File: src/rtl/pdm_mic_capture.sv
// PDM microphone front end: mic clock divider, bit capture and boxcar decimation to signed PCM.
// Optional clock gating input is enabled by defining MIC_CLK_GATE_EN.
module pdm_mic_capture #(
    parameter int CLK_DIV = 20,
    parameter int DECIM   = 64,
    parameter int OUT_W   = 16,
    parameter int LRSEL   = 0
) (
    input  logic                    clk,
    input  logic                    reset,
    input  logic                    micro_data,
    output logic                    micro_clk,
    output logic                    lrsel,
    output logic                    anout,
    output logic signed [OUT_W-1:0] pcm_data,
    output logic                    pcm_valid,
    input  logic                    pcm_ready,
    output logic                    overrun
`ifdef MIC_CLK_GATE_EN
    ,
    input  logic                    enable
`endif
);

    localparam int CNT_W = $clog2(CLK_DIV);
    localparam int BIT_W = $clog2(DECIM);
    localparam int ACC_W = BIT_W + 1;

    logic [CNT_W-1:0]        div_cnt;
    logic [BIT_W-1:0]        bit_cnt;
    logic [ACC_W-1:0]        ones;
    logic [ACC_W-1:0]        ones_total;
    logic                    sync_p0;
    logic                    sync_p1;
    logic                    run;
    logic                    div_wrap;
    logic                    sample_en;
    logic                    last_bit;
    logic                    vld_p2;
    logic signed [OUT_W-1:0] word_p2;

    // Boxcar result: 2*ones - DECIM, range -DECIM..+DECIM
    function automatic logic signed [OUT_W-1:0] to_pcm(input logic [ACC_W-1:0] n);
        logic signed [OUT_W-1:0] w;
        w = signed'(OUT_W'(n));
        return (w <<< 1) - signed'(OUT_W'(DECIM));
    endfunction

`ifdef MIC_CLK_GATE_EN
    assign run = enable;
`else
    assign run = 1'b1;
`endif

    assign lrsel      = (LRSEL != 0);
    assign div_wrap   = (div_cnt == CNT_W'(CLK_DIV - 1));
    assign sample_en  = run && div_wrap && (micro_clk == (LRSEL != 0));
    assign last_bit   = (bit_cnt == BIT_W'(DECIM - 1));
    assign ones_total = ones + ACC_W'(sync_p1);
    assign vld_p2     = sample_en && last_bit;
    assign word_p2    = to_pcm(ones_total);

    always_ff @(posedge clk or posedge reset) begin
        if (reset) begin
            div_cnt   <= '0;
            micro_clk <= 1'b0;
        end else if (!run) begin
            div_cnt   <= '0;
            micro_clk <= 1'b0;
        end else if (div_wrap) begin
            div_cnt   <= '0;
            micro_clk <= ~micro_clk;
        end else begin
            div_cnt   <= div_cnt + CNT_W'(1);
        end
    end

    // Stage p0/p1: two-flop synchroniser for the asynchronous PDM bit
    always_ff @(posedge clk) begin
        sync_p0 <= micro_data;
        sync_p1 <= sync_p0;
    end

    // Stage p2: capture on the selected mic clock edge and accumulate
    always_ff @(posedge clk or posedge reset) begin
        if (reset) begin
            anout   <= 1'b0;
            bit_cnt <= '0;
            ones    <= '0;
        end else if (!run) begin
            bit_cnt <= '0;
            ones    <= '0;
        end else if (sample_en) begin
            anout <= sync_p1;
            if (last_bit) begin
                bit_cnt <= '0;
                ones    <= '0;
            end else begin
                bit_cnt <= bit_cnt + BIT_W'(1);
                ones    <= ones_total;
            end
        end
    end

    // Stage p3: output word register and handshake; a full slot drops new words
    always_ff @(posedge clk or posedge reset) begin
        if (reset) begin
            pcm_data  <= '0;
            pcm_valid <= 1'b0;
            overrun   <= 1'b0;
        end else if (vld_p2) begin
            if (!pcm_valid || pcm_ready) begin
                pcm_data  <= word_p2;
                pcm_valid <= 1'b1;
            end else begin
                overrun   <= 1'b1;
            end
        end else if (pcm_valid && pcm_ready) begin
            pcm_valid <= 1'b0;
        end
    end

endmodule

File: config.mk
export PLATFORM = sky130hd
export DESIGN_NAME = pdm_mic_capture
export DESIGN_NICKNAME = d
export VERILOG_FILES = /design/src/rtl/pdm_mic_capture.sv
export SDC_FILE = /design/constraint.sdc
export NUM_CORES = 1
export LEC_CHECK = 0
export CAP_MARGIN = 20
export CORE_MARGIN = 8
export CORE_UTILIZATION = 40
export CTS_CLUSTER_DIAMETER = 200
export CTS_CLUSTER_SIZE = 25
export DETAILED_ROUTE_END_ITERATION = 16
export SYNTH_ARGS = -nofsm -noshare
export SYNTH_HDL_FRONTEND = slang
export SYNTH_SLANG_ARGS = --single-unit
File: constraint.sdc
create_clock -name clk -period 2.33 [get_ports clk]
set_input_delay 0.466 -clock clk [delete_from_list [all_inputs] [get_ports clk]]
set_output_delay 0.466 -clock clk [all_outputs]
set_load 0.1 [all_outputs]
==> results of run 1 <==
layout by cell type (no fill, tap or decap):
master	count
nor2b_1	4
clkbuf_8	2
mux2_2	3
dfrtp_1	30
clkbuf_4	5
or2_2	1
a22o_1	6
nor2_1	6
a21o_1	1
clkdlybuf4s50_1	3
and4bb_2	1
dfxtp_1	2
ha_1	5
nand2_1	13
mux2_1	3
nor3_1	2
xnor2_1	7
nor4_4	1
mux2i_1	3
a41oi_1	1
conb_1	2
inv_1	4
buf_4	23
a21oi_1	1
o21ai_0	8
a31oi_1	1
nand3_1	6
xor2_1	3
nand2b_2	1
o21a_1	1
nand4_1	1
bufinv_16	1
layout make-up:
| cell class | instances | area share |
|---|---|---|
| Clock inverter | 1 | 0.0173 |
| Tap cell | 48 | 0.0346 |
| Sequential cell | 32 | 0.455 |
| Inverter | 4 | 0.00864 |
| Timing Repair Buffer | 26 | 0.117 |
| Multi-Input combinational cell | 81 | 0.330 |
| Clock buffer | 7 | 0.0374 |
stage by stage:
| stage | total power, mW | cell area (um2) | setup slack [ps] |
|---|---|---|---|
| after CTS | 1.09 | 1740 | 370 |
| after detailed placement | 0.615 | 1640 | 374 |
| after global routing | 1.11 | 1740 | 243 |
| after global placement | 0.615 | 1640 | 425 |
| final | 1.07 | 1740 | 387 |
| after floorplan | 0.605 | 1460 | 178 |
worst max-delay path: stages, from the launching register on:
cell and delay [ps]:
dfrtp_1 370, ha_1 220, and4bb_2 330, nand2b_2 100
nor4_4 260, buf_4 220, mux2_2 350
state kept, by name, summed over array words and instances, names as in the netlist:
signal,flops
sync_p0,1
div_cnt,5
anout,1
micro_clk,1
ones,7
bit_cnt,6
overrun,1
pcm_valid,1
pcm_data,8
sync_p1,1
routing by layer:
layer,vias to the layer above,routed length (um),track usage
met5,-,0,0
met4,0,65,0.0577
met3,6,160,0.0483
met2,18,1140,0.152
met1,461,1170,0.105
li1,468,-,-
path summary, 6_finish.rpt:
kind	start	slack [ps]	end
setup / recovery	div_cnt[0]	390	pcm_data[4]
hold / removal	sync_p0	330	sync_p1
setup reg to reg	div_cnt[0]	390	pcm_data[4]
hold reg to reg	sync_p0	330	sync_p1
max in group asynchronous	reset	1550	div_cnt[2]
min in group asynchronous	reset	490	ones[2]
power breakdown:
part	switching [mW]	internal, mW	leakage (nW)
logic	0.0339	0.00922	0.383
clock network	0.180	0.285	0.0515
registers	0.00146	0.558	0.407
kinds of logic after synthesis:
logic type      after synthesis  synth area share
fa+ha+maj                     5            0.0431
xor+xnor                     10            0.0603
other cells                   1           0.00258
compound gates               19            0.0879
flops                        32             0.545
mux                           9            0.0672
simple gates                 36             0.132
buf+inv                      15            0.0621
==> metrics.cfg, run 1 <==
[run_status]
outcome=completed

[power]
power_density_nw_per_um2=614
vdd_drop_max_uv=481
p_leak_nw=0.841

[setup_path]
startpoint_type=flop
cp.required_ps=2560
arrival_ps=2170
critical_path_class=reg2reg
cp-end-kind=flop
reg2reg_depth=6
cp_max_fo=8

[clock_tree]
clock_latency_ps=330
clockBufferDepth=2
cts.sinks=32
cts_tree=built
numCtsBuffers=5
ctsHoldBuffers=0
post_cts_resize_count=0
htree_levels=2
clk_pin_slew_worst_paths_ps=100
cts_setup_buffers=0
cts-root-buf=clkbuf_4

[sta]
hold_ws_ps=335
hold_violations=0
rsz0062_at_grt=no
setup_viol=0
max_freq_mhz=515
timing.final.crit_share=0.834
fin_tns_setup_ps=0
clock_skew_ps=11.9
min_period_ps=1940
slew_viol_final=0

[global_routing]
grt_usage=0.0977
grt_pass1_vias=1020
antenna_found_initial=0
grt_overflow_total=0
grt_max_degree=31
grt_first_pass_wirelength_um=4570

[min_path]
min_path_cells=0
hold_path_class=reg2reg

[synthesis]
syn_avg_cell_area_um2=11.4
ys_warn_count=0
synth_top_area_share=0.517
async_flop_share=0.938
syn_area_um2=1450
synth_common_cells=dfrtp_1 (30), nand2_1 (13), buf_4 (9)
synth-seq-area-share=0.545
netlist_instances=127
synth_flop_cell=dfrtp_1
synth_seq_cells=32
yosys.area.top_type=dfrtp_1
yosys-top-cells-area=dfrtp_1 (52%), buf_4 (4.7%), ha_1 (4.3%)
synth_edf_count=0
synth.most_common_cell=dfrtp_1
netlist-cell-type-count=30

[cells_and_area]
multi_input_area_um2=574
regArea_um2=791
layout-drive-gt1-share=0.252
fin_util=0.486
syn_to_final_growth_pct=19.7
antenna_cells=0
nets=159
fill_cells=338
instances_no_fill=199

[placement]
place_congestion=0.801
place.port_buffers=22
dpl.cell_count=191
dp_hpwl_um=1840

[detailed_routing]
initialDrtViolationCount=20
route.antenna.remaining_nets=0
drtPass1Iterations=3
vias=953
post-route-drc-count=0
via_per_inst=4.79
routed_wl_um=2540
wl_per_cell_um=12.8

[die]
rows=22
die-width_um=76.2
die_area_um2=5810
core_um2=3580
io_pins=25
start_util=0.406
die_height_um=76.2

[job]
maxCapViolCount=0

Power figures use the tool's default switching activity.
==> inputs of run 2 (changes only) <==
==> constraint.sdc (replaced) <==
create_clock -name clk -period 1.9 [get_ports clk]
set_input_delay 0.38 -clock clk [delete_from_list [all_inputs] [get_ports clk]]
set_output_delay 0.38 -clock clk [all_outputs]
set_load 0.1 [all_outputs]
==> run 2 against run 1 <==
Compared with the run above:
- count of clock-buffer cells in the layout is 1 lower
- worst setup slack worse by 290 ps
- clock skew rose by 5.5 ps
- design area rose by 12%
- critical path depth unchanged
- highest routed layer unchanged
- first-iteration DRC count grew 100%
- largest cell class unchanged
- final cell count grew 1.5%
==> metrics.cfg, run 2 (synthesis gave the netlist of run 1 again) <==
[global_routing]
antenna_found_initial=0  ; unchanged
grt_first_pass_wirelength_um=4770  ; was 4570 um
grt_overflow_total=0  ; unchanged
grt_usage=0.102  ; was 0.0977
grt_pass1_vias=996  ; was 1020
grt_max_degree=31  ; unchanged

[setup_path]
worst_path_largest_cell_delay_ps=380  ; was 370 ps
cp.required_ps=2120  ; was 2560 ps
arrival_ps=2020  ; was 2170 ps
startpoint_type=flop  ; unchanged
critical_path_class=reg2reg  ; unchanged
path_cells=ha_2, and4bb_2, nand2b_2, nor4_4, buf_6, mux2_1  ; was ha_1, and4bb_2, nand2b_2, nor4_4, buf_4, mux2_2
reg2reg_depth=6  ; unchanged
cp_max_fo=8  ; unchanged
cp_slowest_cell=dfrtp_1  ; unchanged
path_buf_inv=1  ; unchanged
rrSetupSlack_ps=100  ; was 390 ps
cp-end-kind=flop  ; unchanged
reg2reg_from=div_cnt[0]  ; unchanged
critPathTopFamily=simple AND/OR/NAND/NOR gates  ; unchanged
reg2reg_to=pcm_data[2]  ; was pcm_data[4]

[detailed_routing]
wl_per_cell_um=13.5  ; was 12.8 um
vias=979  ; was 953
routed_wl_um=2730  ; was 2540 um
route.antenna.remaining_nets=0  ; unchanged
initialDrtViolationCount=40  ; was 20
post-route-drc-count=0  ; unchanged
drtPass1Iterations=4  ; was 3
via_per_inst=4.85  ; was 4.79

[cells_and_area]
layout_common_cells=dfrtp_1 (28), buf_12 (17), nand2_1 (13)  ; was dfrtp_1 (30), buf_4 (23), nand2_1 (13)
nets=162  ; was 159
largest_reg_flops=8  ; unchanged
fill_cells=305  ; was 338
multi_input_area_um2=577  ; was 574 um2
layout-drive-gt1-share=0.286  ; was 0.252
regArea_um2=793  ; was 791 um2
reg.largest.list=pcm_data: 8 flops, ones: 7 flops, bit_cnt: 6 flops  ; unchanged
fin_util=0.544  ; was 0.486
antenna_cells=0  ; unchanged
top_register=pcm_data  ; unchanged
final_common_cell=dfrtp_1  ; unchanged
syn_to_final_growth_pct=34.2  ; was 19.7%

[die]
die_height_um=76.2  ; unchanged
io_pins=25  ; unchanged
start_util=0.406  ; unchanged
die_area_um2=5810  ; unchanged
rows=22  ; unchanged
die-width_um=76.2  ; unchanged
core_um2=3580  ; unchanged

[clock_tree]
cts_setup_buffers=0  ; unchanged
post_cts_resize_count=0  ; unchanged
numCtsBuffers=5  ; unchanged
clk_pin_slew_worst_paths_ps=110  ; was 100 ps
cts_tree=built  ; unchanged
cts.sinks=32  ; unchanged
htree_levels=2  ; unchanged
ctsHoldBuffers=0  ; unchanged
clockBufferDepth=2  ; unchanged
cts-root-buf=clkbuf_4  ; unchanged
clock_latency_ps=330  ; about the same

[placement]
dp_hpwl_um=2040  ; was 1840 um
place_congestion=0.783  ; was 0.801
place.port_buffers=22  ; unchanged

[job]
maxCapViolCount=0  ; unchanged

[min_path]
hold_end=sync_p1  ; unchanged
min_path_cells=0  ; unchanged
hold_path_class=reg2reg  ; unchanged
min_from=sync_p0  ; unchanged

[sta]
fin_tns_setup_ps=0  ; unchanged
setup_viol=0  ; unchanged
slew_viol_final=0  ; unchanged
timing.final.crit_share=0.948  ; was 0.834
hold_violations=0  ; unchanged
min_period_ps=1800  ; was 1940 ps
clock_skew_ps=17.3  ; was 11.9 ps
rsz0062_at_grt=no  ; unchanged
max_freq_mhz=555  ; was 515 MHz

[power]
p_leak_nw=0.893  ; was 0.841 nW
power_density_nw_per_um2=590  ; was 614 nW/um2
vdd_drop_max_uv=439  ; was 481 uV
p_total_mw=1.15  ; was 1.07 mW

[run_status]
outcome=completed  ; unchanged

## run 2: cell types whose count changed in the layout (fill, tap and decap cells not counted), sizes merged
cell,delta
clkinv,+2
clkbuf,-1
bufinv,-1
buf,+3
## run 2: worst reg2reg max path, stage by stage (launching register included)
cell and delay (ps):
dfrtp_1 380, ha_2 210, and4bb_2 260, nand2b_2 90
nor4_4 230, buf_6 180, mux2_1 340
## run 2: per-stage QoR
stage | worst slack (ps) | hold slack [ps] | cells | area [um2]
2_1_floorplan | -1.68 | 310 | 128 | 1460
5_1_grt | 26.2 | 346 | 202 | 1950
4_1_cts | 70.7 | 342 | 202 | 1940
3_5_place_dp | 75.5 | 321 | 194 | 1880
3_3_place_gp | 137 | 311 | 194 | 1880
6_report | 99.3 | 335 | 202 | 1950
## run 2: final cells by class
type,count,area share
sequential,32,0.407
clock buffer,6,0.0263
multi-input combinational,81,0.296
clock inverter,2,0.00514
inverter,4,0.00771
timing repair buffer,29,0.227
tap,48,0.0308
## run 2: layer usage
metal  vias up  routed length (um)  GRT usage  share of wire
met5         -                   0          0              0
met4         0                  48     0.0462          0.018
met3         4                 142     0.0483          0.052
met2        20                1270      0.158           0.46
met1       478                1270      0.117           0.47
li1        477                   -          -              -
## run 2: worst max path at each step
stage,cells past startpoint,end,startpoint,slack [ps]
6_report,6,pcm_data[2],div_cnt[0],100
5_1_grt,6,pcm_data[2],div_cnt[0],30
4_1_cts,6,pcm_data[2],div_cnt[0],70
3_5_place_dp,6,pcm_data[2],div_cnt[0],80
3_3_place_gp,6,pcm_data[14],div_cnt[0],140
2_1_floorplan,5,pcm_data[14],div_cnt[0],-2
## run 2: where the power goes
part,switching (mW),total [mW],internal (mW)
logic,0.0415,0.0555,0.0140
clock network,0.231,0.407,0.176
registers,0.00275,0.687,0.684
total,0.275,1.15,0.874
==> inputs of run 3 (changes only) <==
--- a/config.mk
+++ b/config.mk
@@ -11,6 +11,7 @@
 export CTS_CLUSTER_DIAMETER = 200
 export CTS_CLUSTER_SIZE = 25
 export DETAILED_ROUTE_END_ITERATION = 16
+export PLACE_DENSITY_LB_ADDON = 0.2
 export SYNTH_ARGS = -nofsm -noshare
 export SYNTH_HDL_FRONTEND = slang
 export SYNTH_SLANG_ARGS = --single-unit
==> run 3 against run 2 <==
Compared with the run above:
- count of clock-buffer cells in the layout is 1 higher
- non-clock buffer count is 1 lower
- core utilization is 0.49 points lower
- critical path depth stayed put
- worst hold slack better by 5.4 ps
- clock power is 6.6% higher
- design area is 0.90% lower
- critical path type unchanged
- largest cell class unchanged
==> metrics.cfg, run 3 (synthesis gave the netlist of run 1 again) <==
[cells_and_area]
fin_util=0.540  ; was 0.544
instances_no_fill=200  ; was 202
largest_reg_flops=8  ; unchanged
fill_cells=305  ; unchanged
antenna_cells=0  ; unchanged
reg.largest.list=pcm_data: 8 flops, ones: 7 flops, bit_cnt: 6 flops  ; unchanged
syn_to_final_growth_pct=33.0  ; was 34.2%
nets=161  ; was 162
layout-drive-gt1-share=0.283  ; was 0.286
final_common_cell=dfrtp_1  ; unchanged
layout_common_cells=dfrtp_1 (28), buf_12 (16), nand2_1 (13)  ; was dfrtp_1 (28), buf_12 (17), nand2_1 (13)
top_register=pcm_data  ; unchanged

[power]
power_frac_seq=0.583  ; was 0.598
clockPowerShare=0.369  ; was 0.354
p_leak_nw=0.885  ; was 0.893 nW
vdd_drop_max_uv=398  ; was 439 uV
power_switching_mw=0.270  ; was 0.275 mW
power_density_nw_per_um2=610  ; was 590 nW/um2
intPower_mw=0.908  ; was 0.874 mW
comb_power_share=0.048  ; about the same
switching_share=0.229  ; was 0.240

[detailed_routing]
via_per_inst=4.93  ; was 4.85
drtPass1Iterations=4  ; unchanged
wl_per_cell_um=13.3  ; was 13.5 um
initialDrtViolationCount=36  ; was 40
vias=986  ; was 979
post-route-drc-count=0  ; unchanged
route.antenna.remaining_nets=0  ; unchanged
routed_wl_um=2660  ; was 2730 um

[die]
io_pins=25  ; unchanged
core_um2=3580  ; unchanged
die-width_um=76.2  ; unchanged
rows=22  ; unchanged
die_area_um2=5810  ; unchanged
start_util=0.406  ; unchanged
die_height_um=76.2  ; unchanged

[setup_path]
startpoint_type=flop  ; unchanged
reg2reg_depth=6  ; unchanged
reg2reg_from=div_cnt[0]  ; unchanged
cp-end-kind=flop  ; unchanged
cp.required_ps=2130  ; was 2120 ps
cp_max_fo=8  ; unchanged
startpoint=div_cnt[0]  ; unchanged
reg2reg_to=pcm_data[6]  ; was pcm_data[2]
critical_path_class=reg2reg  ; unchanged
arrival_ps=2020  ; about the same
rrSetupSlack_ps=110  ; was 100 ps
critPathCapture=pcm_data[6]  ; was pcm_data[2]

[sta]
rsz0062_at_grt=no  ; unchanged
slew_viol_final=0  ; unchanged
timing.final.crit_share=0.943  ; was 0.948
hold_violations=0  ; unchanged
fin_ws_ps=109  ; was 99.3 ps
clock_skew_ps=14.6  ; was 17.3 ps
max_freq_mhz=558  ; was 555 MHz
setup_viol=0  ; unchanged
min_period_ps=1790  ; was 1800 ps
fin_tns_setup_ps=0  ; unchanged

[clock_tree]
cts.sinks=32  ; unchanged
cts-root-buf=clkbuf_4  ; unchanged
numCtsBuffers=5  ; unchanged
cts_tree=built  ; unchanged
clockBufferDepth=2  ; unchanged
ctsHoldBuffers=0  ; unchanged
clock_latency_ps=340  ; was 330 ps
htree_levels=2  ; unchanged
clk_pin_slew_worst_paths_ps=90  ; was 110 ps

[global_routing]
antenna_found_initial=0  ; unchanged
grt_pass1_vias=1003  ; was 996
grt_usage=0.0984  ; was 0.102
grt_overflow_total=0  ; unchanged
grt_max_degree=31  ; unchanged
grt_first_pass_wirelength_um=4630  ; was 4770 um

[placement]
place_congestion=0.724  ; was 0.783
dpl.cell_count=193  ; was 194
pre_cts_ws_ps=102  ; was 75.5 ps
place.port_buffers=22  ; unchanged
dp_hpwl_um=1920  ; was 2040 um

[min_path]
hold_path_class=reg2reg  ; unchanged

[job]
maxCapViolCount=0  ; unchanged

[run_status]
outcome=completed  ; unchanged

-- run 3: worst min-delay path by stage --
stage             from  endpoint  slack [ps]  cells past startpoint
3_5_place_dp   sync_p0   sync_p1         320                      0
5_1_grt        sync_p0   sync_p1         360                      0
2_1_floorplan  sync_p0   sync_p1         310                      0
6_report       sync_p0   sync_p1         340                      0
3_3_place_gp   sync_p0   sync_p1         310                      0
4_1_cts        sync_p0   sync_p1         340                      0
-- run 3: metal layers --
metal,part of all wire,global-route usage,up-vias
li1,-,-,476
met1,0.48,0.115,480
met2,0.44,0.146,22
met3,0.051,0.0366,8
met4,0.029,0.0692,0
met5,0,0,-
-- run 3: power by group through the flow --
stage,Combinational (mW),Sequential (mW),Clock [mW]
finish,0.0566,0.687,0.434
global route,0.0616,0.688,0.482
CTS,0.0578,0.687,0.451
detailed placement,0.0575,0.700,0
global placement,0.0570,0.700,0
floorplan,0.0346,0.708,0
-- run 3: what timing repair did --
action | in CTS | in global routing
setup buffers | 0 | 0
setup endpoints to repair | 0 | 1
endpoints found under the hold margin | 0 | 0
gates resized for setup | 0 | 1
-- run 3: layout make-up --
class / instances / area [um2] / area share
Clock buffer: 7 / 65.1 / 0.0337
Inverter: 4 / 15.0 / 0.00778
Multi-Input combinational cell: 81 / 579 / 0.300
Sequential cell: 32 / 793 / 0.411
Tap cell: 48 / 60.1 / 0.0311
Timing Repair Buffer: 28 / 418 / 0.216
-- run 3: per-stage QoR --
step,area (um2),power (mW),hold WS (ps)
after detailed placement,1860,0.758,316
after CTS,1930,1.20,345
after global routing,1930,1.23,358
after global placement,1860,0.757,312
final,1930,1.18,341
after floorplan,1460,0.742,310
-- run 3: critical path: stages (launching register included) --
cell and delay, ps:
dfrtp_1 380, ha_2 210, and4bb_2 260, nand2b_2 80
nor4_4 200, buf_4 210, mux2_2 340
